File: config.mk
export PLATFORM = sky130hd
export DESIGN_NAME = pipe_hazard_ctrl_flat
export DESIGN_NICKNAME = d
export VERILOG_FILES = /design/src/rtl/pipe_hazard_ctrl_if.sv /design/src/rtl/pipe_hazard_ctrl.sv /design/src/flat_wrapper.sv
export SDC_FILE = /design/constraint.sdc
export NUM_CORES = 1
export LEC_CHECK = 0
export ABC_AREA = 1
export CORE_ASPECT_RATIO = 0.8
export CORE_MARGIN = 10
export CORE_UTILIZATION = 54
export CTS_BUF_LIST = sky130_fd_sc_hd__clkbuf_8
export DETAILED_ROUTE_END_ITERATION = 10
export PLACE_DENSITY = 0.83
export SYNTH_ARGS = -nofsm -noshare
export SYNTH_HDL_FRONTEND = slang
export SYNTH_SLANG_ARGS = --single-unit
File: constraint.sdc
create_clock -name clk -period 3.9 [get_ports clk]
set_clock_uncertainty 0.2 [all_clocks]
set_input_delay 0.78 -clock clk [delete_from_list [all_inputs] [get_ports clk]]
set_output_delay 0.78 -clock clk [all_outputs]
set_load 0.01 [all_outputs]
File: src/rtl/pipe_hazard_ctrl_if.sv
// Hazard-control bundle between the three-stage pipeline datapath and pipe_hazard_ctrl.
// master = the hazard controller, slave = the pipeline datapath it steers.
interface pipe_hazard_ctrl_if #(
  parameter int CNT_W = 32
);
  logic             jump_taken;
  logic [4:0]       exe_rs1;
  logic [4:0]       exe_rs2;
  logic [4:0]       mwb_rd;
  logic             mwb_reg_we;
  logic             mwb_dmem_req;
  logic             dmem_ready;

  logic             pc_sel_rst;
  logic             pc_hold;
  logic             ifexe_hold;
  logic             ifexe_flush;
  logic             exemwb_hold;
  logic             exemwb_bubble;
  logic             fwd_a;
  logic             fwd_b;
  logic             mem_timeout;
  logic [CNT_W-1:0] stall_cnt;
  logic [CNT_W-1:0] flush_cnt;

  modport master (
    input  jump_taken, exe_rs1, exe_rs2, mwb_rd, mwb_reg_we, mwb_dmem_req, dmem_ready,
    output pc_sel_rst, pc_hold, ifexe_hold, ifexe_flush, exemwb_hold, exemwb_bubble,
           fwd_a, fwd_b, mem_timeout, stall_cnt, flush_cnt
  );

  modport slave (
    output jump_taken, exe_rs1, exe_rs2, mwb_rd, mwb_reg_we, mwb_dmem_req, dmem_ready,
    input  pc_sel_rst, pc_hold, ifexe_hold, ifexe_flush, exemwb_hold, exemwb_bubble,
           fwd_a, fwd_b, mem_timeout, stall_cnt, flush_cnt
  );
endinterface

File: src/rtl/pipe_hazard_ctrl.sv
// Pipeline hold/flush/bubble sequencing, MWB->EXE forwarding and DMEM timeout trap.
// Optional perf counters are built when PERF_CNT_EN is defined.
module pipe_hazard_ctrl #(
  parameter int RESET_HOLD_CYCLES = 2,
  parameter int MEM_TIMEOUT       = 15,
  parameter int CNT_W             = 32
) (
  input  logic                clk,
  input  logic                rst,
  pipe_hazard_ctrl_if.master  hz
);
  typedef enum logic [1:0] {RST_HOLD, RUN, MEM_WAIT, ERR} state_t;

  state_t      state_q, state_d, cur_state;
  logic [31:0] hold_cnt_q, hold_cnt_d;
  logic [31:0] wait_cnt_q, wait_cnt_d;
  logic        mem_timeout_q, mem_timeout_d;
  logic        pc_sel_rst, hold_all, ifexe_flush, exemwb_bubble;
  logic        fwd_a, fwd_b, run_stall, counting;

  always_comb begin
    state_d       = state_q;
    hold_cnt_d    = hold_cnt_q;
    wait_cnt_d    = wait_cnt_q;
    mem_timeout_d = mem_timeout_q;
    pc_sel_rst    = 1'b0;
    hold_all      = 1'b0;
    ifexe_flush   = 1'b0;
    exemwb_bubble = 1'b0;
    fwd_a         = 1'b0;
    fwd_b         = 1'b0;
    // Reset forces the RST_HOLD decode combinationally, whatever the stored state.
    cur_state     = rst ? RST_HOLD : state_q;
    run_stall     = hz.mwb_dmem_req & ~hz.dmem_ready;
    counting      = (cur_state == RUN) || (cur_state == MEM_WAIT);

    if (counting) begin
      fwd_a = hz.mwb_reg_we && (hz.mwb_rd != 5'd0) && (hz.mwb_rd == hz.exe_rs1);
      fwd_b = hz.mwb_reg_we && (hz.mwb_rd != 5'd0) && (hz.mwb_rd == hz.exe_rs2);
    end

    case (cur_state)
      RST_HOLD: begin
        pc_sel_rst    = 1'b1;
        ifexe_flush   = 1'b1;
        exemwb_bubble = 1'b1;
        if (hold_cnt_q == 32'(RESET_HOLD_CYCLES - 1)) begin
          state_d    = RUN;
          hold_cnt_d = 32'd0;
        end else begin
          hold_cnt_d = hold_cnt_q + 32'd1;
        end
      end
      RUN: begin
        if (run_stall) begin
          hold_all   = 1'b1;
          wait_cnt_d = 32'd1;
          state_d    = (MEM_TIMEOUT == 1) ? ERR : MEM_WAIT;
        end else begin
          ifexe_flush = hz.jump_taken;
        end
      end
      MEM_WAIT: begin
        if (!hz.dmem_ready) begin
          hold_all = 1'b1;
          if (wait_cnt_q != 32'hFFFF_FFFF) wait_cnt_d = wait_cnt_q + 32'd1;
          if ((MEM_TIMEOUT != 0) && (wait_cnt_q + 32'd1 == 32'(MEM_TIMEOUT))) state_d = ERR;
        end else begin
          // The frozen EXE instruction re-presents any deferred jump here.
          ifexe_flush = hz.jump_taken;
          wait_cnt_d  = 32'd0;
          state_d     = RUN;
        end
      end
      default: begin
        hold_all      = 1'b1;
        exemwb_bubble = 1'b1;
      end
    endcase

    if (state_d == ERR) mem_timeout_d = 1'b1;
  end

  always_ff @(posedge clk) begin
    if (rst) begin
      state_q       <= RST_HOLD;
      hold_cnt_q    <= 32'd0;
      wait_cnt_q    <= 32'd0;
      mem_timeout_q <= 1'b0;
    end else begin
      state_q       <= state_d;
      hold_cnt_q    <= hold_cnt_d;
      wait_cnt_q    <= wait_cnt_d;
      mem_timeout_q <= mem_timeout_d;
    end
  end

  assign hz.pc_sel_rst    = pc_sel_rst;
  assign hz.pc_hold       = hold_all;
  assign hz.ifexe_hold    = hold_all;
  assign hz.ifexe_flush   = ifexe_flush;
  assign hz.exemwb_hold   = hold_all;
  assign hz.exemwb_bubble = exemwb_bubble;
  assign hz.fwd_a         = fwd_a;
  assign hz.fwd_b         = fwd_b;
  assign hz.mem_timeout   = mem_timeout_q;

`ifdef PERF_CNT_EN
  logic [CNT_W-1:0] stall_cnt_q, stall_cnt_d;
  logic [CNT_W-1:0] flush_cnt_q, flush_cnt_d;

  always_comb begin
    stall_cnt_d = stall_cnt_q;
    flush_cnt_d = flush_cnt_q;
    if (counting && hold_all && (stall_cnt_q != {CNT_W{1'b1}}))
      stall_cnt_d = stall_cnt_q + {{(CNT_W-1){1'b0}}, 1'b1};
    if (counting && ifexe_flush && (flush_cnt_q != {CNT_W{1'b1}}))
      flush_cnt_d = flush_cnt_q + {{(CNT_W-1){1'b0}}, 1'b1};
  end

  always_ff @(posedge clk) begin
    if (rst) begin
      stall_cnt_q <= {CNT_W{1'b0}};
      flush_cnt_q <= {CNT_W{1'b0}};
    end else begin
      stall_cnt_q <= stall_cnt_d;
      flush_cnt_q <= flush_cnt_d;
    end
  end

  assign hz.stall_cnt = stall_cnt_q;
  assign hz.flush_cnt = flush_cnt_q;
`else
  assign hz.stall_cnt = {CNT_W{1'b0}};
  assign hz.flush_cnt = {CNT_W{1'b0}};
`endif
endmodule

File: src/flat_wrapper.sv
// flat-port wrapper written by rule: the top's interface ports become plain ports
module pipe_hazard_ctrl_flat 
#(
  parameter int RESET_HOLD_CYCLES = 2,
  parameter int MEM_TIMEOUT       = 15,
  parameter int CNT_W             = 32
)
  (clk, rst, hz_jump_taken, hz_exe_rs1, hz_exe_rs2, hz_mwb_rd, hz_mwb_reg_we, hz_mwb_dmem_req, hz_dmem_ready, hz_pc_sel_rst, hz_pc_hold, hz_ifexe_hold, hz_ifexe_flush, hz_exemwb_hold, hz_exemwb_bubble, hz_fwd_a, hz_fwd_b, hz_mem_timeout, hz_stall_cnt, hz_flush_cnt);
  pipe_hazard_ctrl_if #(.CNT_W(CNT_W)) hz_i ();
  input  logic clk;
  input  logic rst;
  input wire logic [$bits(hz_i.jump_taken)-1:0] hz_jump_taken;
  input wire logic [$bits(hz_i.exe_rs1)-1:0] hz_exe_rs1;
  input wire logic [$bits(hz_i.exe_rs2)-1:0] hz_exe_rs2;
  input wire logic [$bits(hz_i.mwb_rd)-1:0] hz_mwb_rd;
  input wire logic [$bits(hz_i.mwb_reg_we)-1:0] hz_mwb_reg_we;
  input wire logic [$bits(hz_i.mwb_dmem_req)-1:0] hz_mwb_dmem_req;
  input wire logic [$bits(hz_i.dmem_ready)-1:0] hz_dmem_ready;
  output wire logic [$bits(hz_i.pc_sel_rst)-1:0] hz_pc_sel_rst;
  output wire logic [$bits(hz_i.pc_hold)-1:0] hz_pc_hold;
  output wire logic [$bits(hz_i.ifexe_hold)-1:0] hz_ifexe_hold;
  output wire logic [$bits(hz_i.ifexe_flush)-1:0] hz_ifexe_flush;
  output wire logic [$bits(hz_i.exemwb_hold)-1:0] hz_exemwb_hold;
  output wire logic [$bits(hz_i.exemwb_bubble)-1:0] hz_exemwb_bubble;
  output wire logic [$bits(hz_i.fwd_a)-1:0] hz_fwd_a;
  output wire logic [$bits(hz_i.fwd_b)-1:0] hz_fwd_b;
  output wire logic [$bits(hz_i.mem_timeout)-1:0] hz_mem_timeout;
  output wire logic [$bits(hz_i.stall_cnt)-1:0] hz_stall_cnt;
  output wire logic [$bits(hz_i.flush_cnt)-1:0] hz_flush_cnt;
  assign hz_i.jump_taken = hz_jump_taken;
  assign hz_i.exe_rs1 = hz_exe_rs1;
  assign hz_i.exe_rs2 = hz_exe_rs2;
  assign hz_i.mwb_rd = hz_mwb_rd;
  assign hz_i.mwb_reg_we = hz_mwb_reg_we;
  assign hz_i.mwb_dmem_req = hz_mwb_dmem_req;
  assign hz_i.dmem_ready = hz_dmem_ready;
  assign hz_pc_sel_rst = hz_i.pc_sel_rst;
  assign hz_pc_hold = hz_i.pc_hold;
  assign hz_ifexe_hold = hz_i.ifexe_hold;
  assign hz_ifexe_flush = hz_i.ifexe_flush;
  assign hz_exemwb_hold = hz_i.exemwb_hold;
  assign hz_exemwb_bubble = hz_i.exemwb_bubble;
  assign hz_fwd_a = hz_i.fwd_a;
  assign hz_fwd_b = hz_i.fwd_b;
  assign hz_mem_timeout = hz_i.mem_timeout;
  assign hz_stall_cnt = hz_i.stall_cnt;
  assign hz_flush_cnt = hz_i.flush_cnt;
  pipe_hazard_ctrl #(.RESET_HOLD_CYCLES(RESET_HOLD_CYCLES), .MEM_TIMEOUT(MEM_TIMEOUT), .CNT_W(CNT_W)) u_core (.clk(clk), .rst(rst), .hz(hz_i));
endmodule
==> impl_metrics.csv <==
group,metric,value,unit
worst_setup_path,crit_end,"hz_ifexe_flush",
clock_tree,clock_sinks,67,
synth,syn_inst,728,
hold_path,hp-class,"flop to flop",
synth,async_reset_ff_frac,0,
clock_tree,clock_latency,0.35,ns
global_routing,grt_pass1_wl,19500,um
power_and_ir_drop,max-vdd-ir-drop,0.250,mV
routing,via_per_inst,5.33,
timing,fin_crit_sh,0.952,
timing,period_needed,3.71,ns
power_and_ir_drop,switchingPower,467,uW
power_and_ir_drop,total_leakage_power,0.00222,uW
timing,finalSetupViolCount,0,
synth,ys_seq_area_frac,0.281,
routing,first_pass_iters,5,
timing,worst_slack,0.186,ns
worst_setup_path,crit_path_end_kind,"output pin",
synth,synth_seq_cells,67,
power_and_ir_drop,powerDensity,308,nW/um^2
worst_setup_path,startpoint,"rst",
clock_tree,clk_pin_slew_worst_paths,0.08,ns
synth,synth-edff-count,0,
routing,drcViolationCount,0,
global_routing,grt_max_degree,34,
timing,report.final.hold_viol_count,0,
flow_run,maxCapViolCount,0,
timing,rsz0062_at_grt,"no",
routing,wl,11500,um
routing,ant_nets,0,
synth,synth_warnings,0,
layout,drive_above_1_share,0.0747,
power_and_ir_drop,p_clk_frac,0.367,
routing,wire_per_inst,13.1,um
layout,layout_common_cells,"169 x nand2_1, 120 x nor2_1, 70 x inv_1, 67 x dfxtp_1, 64 x conb_1",
clock_tree,cts_hold_buf,0,
global_routing,overflow,0,
power_and_ir_drop,intPower,1120,uW
floorplanning,ioPinCount,94,
power_and_ir_drop,p_comb_frac,0.180,
floorplanning,die_width,125,um
synth,synth.avg_cell_area,6.55,um^2
worst_setup_path,critPathRequiredTime,2.92,ns
worst_setup_path,timing.rr.start,"u_core.state_q[1]$_SDFF_PP0_",
worst_setup_path,reg2reg_to,"u_core.wait_cnt_q[20]$_SDFFE_PP0P_",
placement,dp_hpwl,8850,um
clock_tree,root_buffer,"clkbuf_8",
worst_setup_path,crit_type,"primary input to output pin",
layout,final_common_cell,"nand2_1",
global_routing,grt_usage,0.171,
floorplanning,rows,30,
timing,maxSlewViolCount,0,
layout,utilization,0.600,
synth,syn_area,4770,um^2
placement,port_buffers,29,
global_routing,grt_antenna_before_repair,0,
power_and_ir_drop,seq_power_share,0.453,
layout,syn2layout_area_growth,7.72,%
timing,fmax,269,MHz
worst_setup_path,rrSetupSlack,1.14,ns
floorplanning,fp.dieH,104,um
placement,dp_slack,0.0715,ns
timing,fin_setup_tns,0,ns
routing,drt_iter0_drc,403,
layout,antennaDiodeCount,0,
worst_setup_path,r2r_cells,14,
layout,nNetsFinal,787,
clock_tree,cts_buffers,9,
power_and_ir_drop,switching_share,0.295,
placement,gp_congestion,0.944,
worst_setup_path,cp_data_arrival_time,2.73,ns
clock_tree,cts_buffer_depth,2,
worst_setup_path,crit_fanout,4,
synth,synth_cell_types,41,
routing,num_vias,4661,
floorplanning,start_util,0.557,
worst_setup_path,worstSetupStartpointType,"primary input",
clock_tree,cts_max_level,3,
clock_tree,cts_tree,"done",
floorplanning,dieArea,13000,um^2
status,status,"completed",
global_routing,grt_pass1_vias,4355,
floorplanning,core-area,8560,um^2
synth,synth_flop_cell,"dfxtp_1",
[power by group through the flow]
stage,combinational (uW),sequential (uW),clock (uW)
5_1_grt,322,720,624
4_1_cts,278,717,589
3_5_place_dp,276,733,0
3_3_place_gp,269,732,0
6_report,285,717,581
2_1_floorplan,232,730,0
[area by class of cell]
class / count / area (um^2)
clock inverter: 6 / 56.3
tap: 112 / 140
sequential: 67 / 1340
fill: 759 / 3420
multi-input combinational: 570 / 2840
inverter: 76 / 285
timing repair buffer: 34 / 333
clock buffer: 10 / 138
[timing repair]
item | in CTS | in global routing
resized for setup | 0 | 6
endpoints found under the hold margin | 0 | 0
setup buffers | 0 | 0
setup endpoints to repair | 0 | 6
[stage by stage]
step                cell area [um^2]  hold slack [ns]  power (uW)  instances
global route                    5130            0.280        1670        875
global placement                4920            0.242        1000        859
detailed placement              4920            0.257        1010        859
finish                          5130            0.267        1580        875
floorplan                       5000            0.239         962        791
CTS                             5120            0.267        1580        875
[cell families (layout without fill, tap and decap cells)]
kind of cell               after synthesis  count (layout)  share of synthesized area
and+or+nand+nor                        397             397                      0.384
buffers and inverters                  154             126                      0.175
AOI/OAI and AO/OA                       86              86                      0.111
DFF                                     67              67                      0.281
xor gates and xnor gates                15              15                     0.0276
adders and majority gates                8               8                     0.0210
other                                    1              64                   0.000787
[synthesized netlist by cell type, types with 5 or more instances]
master    instances  area share
nand3b_1         16       0.025
dfxtp_1          67        0.28
inv_2             7      0.0055
nor2_1          123       0.097
nor2_4            5       0.012
a21oi_1          29       0.030
nand2_2           5      0.0066
o21ai_0          15       0.016
buf_4            66        0.10
clkbuf_1          6      0.0047
nand3_1          24       0.025
xnor2_1           8       0.015
a22oi_1          24       0.038
or2_2             5      0.0066
inv_1            69       0.054
nor4_1           12       0.016
nand4_1           7      0.0092
xor2_1            7       0.013
ha_1              8       0.021
buf_2             5      0.0052
nor3_1           14       0.015
nand2_1         169        0.13
[critical path, stage by stage]
cell and delay [ns]:
clkdlybuf4s50_1 0.49, nor2_2 0.20, inv_1 0.09, ha_1 0.24
a21oi_2 0.17, o21ai_0 0.11, o211ai_1 0.09, inv_1 0.07
clkdlybuf4s50_1 0.49
[metal layers]
layer | GRT usage | up-vias | routed length, um
li1 | - | 2281 | -
met2 | 0.273 | 236 | 5010
met4 | 0.0411 | 0 | 114
met1 | 0.207 | 2130 | 4940
met5 | 0 | - | 0
met3 | 0.0734 | 14 | 1420
[state kept, by name, indices dropped and copies added (netlist names)]
register,count
u_core.state_q,2
u_core.hz.mem_timeout,1
u_core.hold_cnt_q,32
u_core.wait_cnt_q,32
[how the worst min path moves through the flow]
| stage | endpoint | depth (start not counted) | from | slack (ns) |
|---|---|---|---|---|
| 4_1_cts | u_core.hold_cnt_q[31]$_SDFFE_PP0P_ | 2 | u_core.hold_cnt_q[31]$_SDFFE_PP0P_ | 0.27 |
| 6_report | u_core.hold_cnt_q[31]$_SDFFE_PP0P_ | 2 | u_core.hold_cnt_q[31]$_SDFFE_PP0P_ | 0.27 |
| 5_1_grt | u_core.hold_cnt_q[31]$_SDFFE_PP0P_ | 2 | u_core.hold_cnt_q[31]$_SDFFE_PP0P_ | 0.28 |
| 3_5_place_dp | u_core.hold_cnt_q[31]$_SDFFE_PP0P_ | 2 | u_core.hold_cnt_q[31]$_SDFFE_PP0P_ | 0.26 |
| 3_3_place_gp | u_core.hz.mem_timeout$_SDFFE_PP0N_ | 2 | u_core.hz.mem_timeout$_SDFFE_PP0N_ | 0.24 |
| 2_1_floorplan | u_core.hold_cnt_q[31]$_SDFFE_PP0P_ | 2 | u_core.hold_cnt_q[31]$_SDFFE_PP0P_ | 0.24 |
Note: power is estimated with default switching activity, not from simulation.
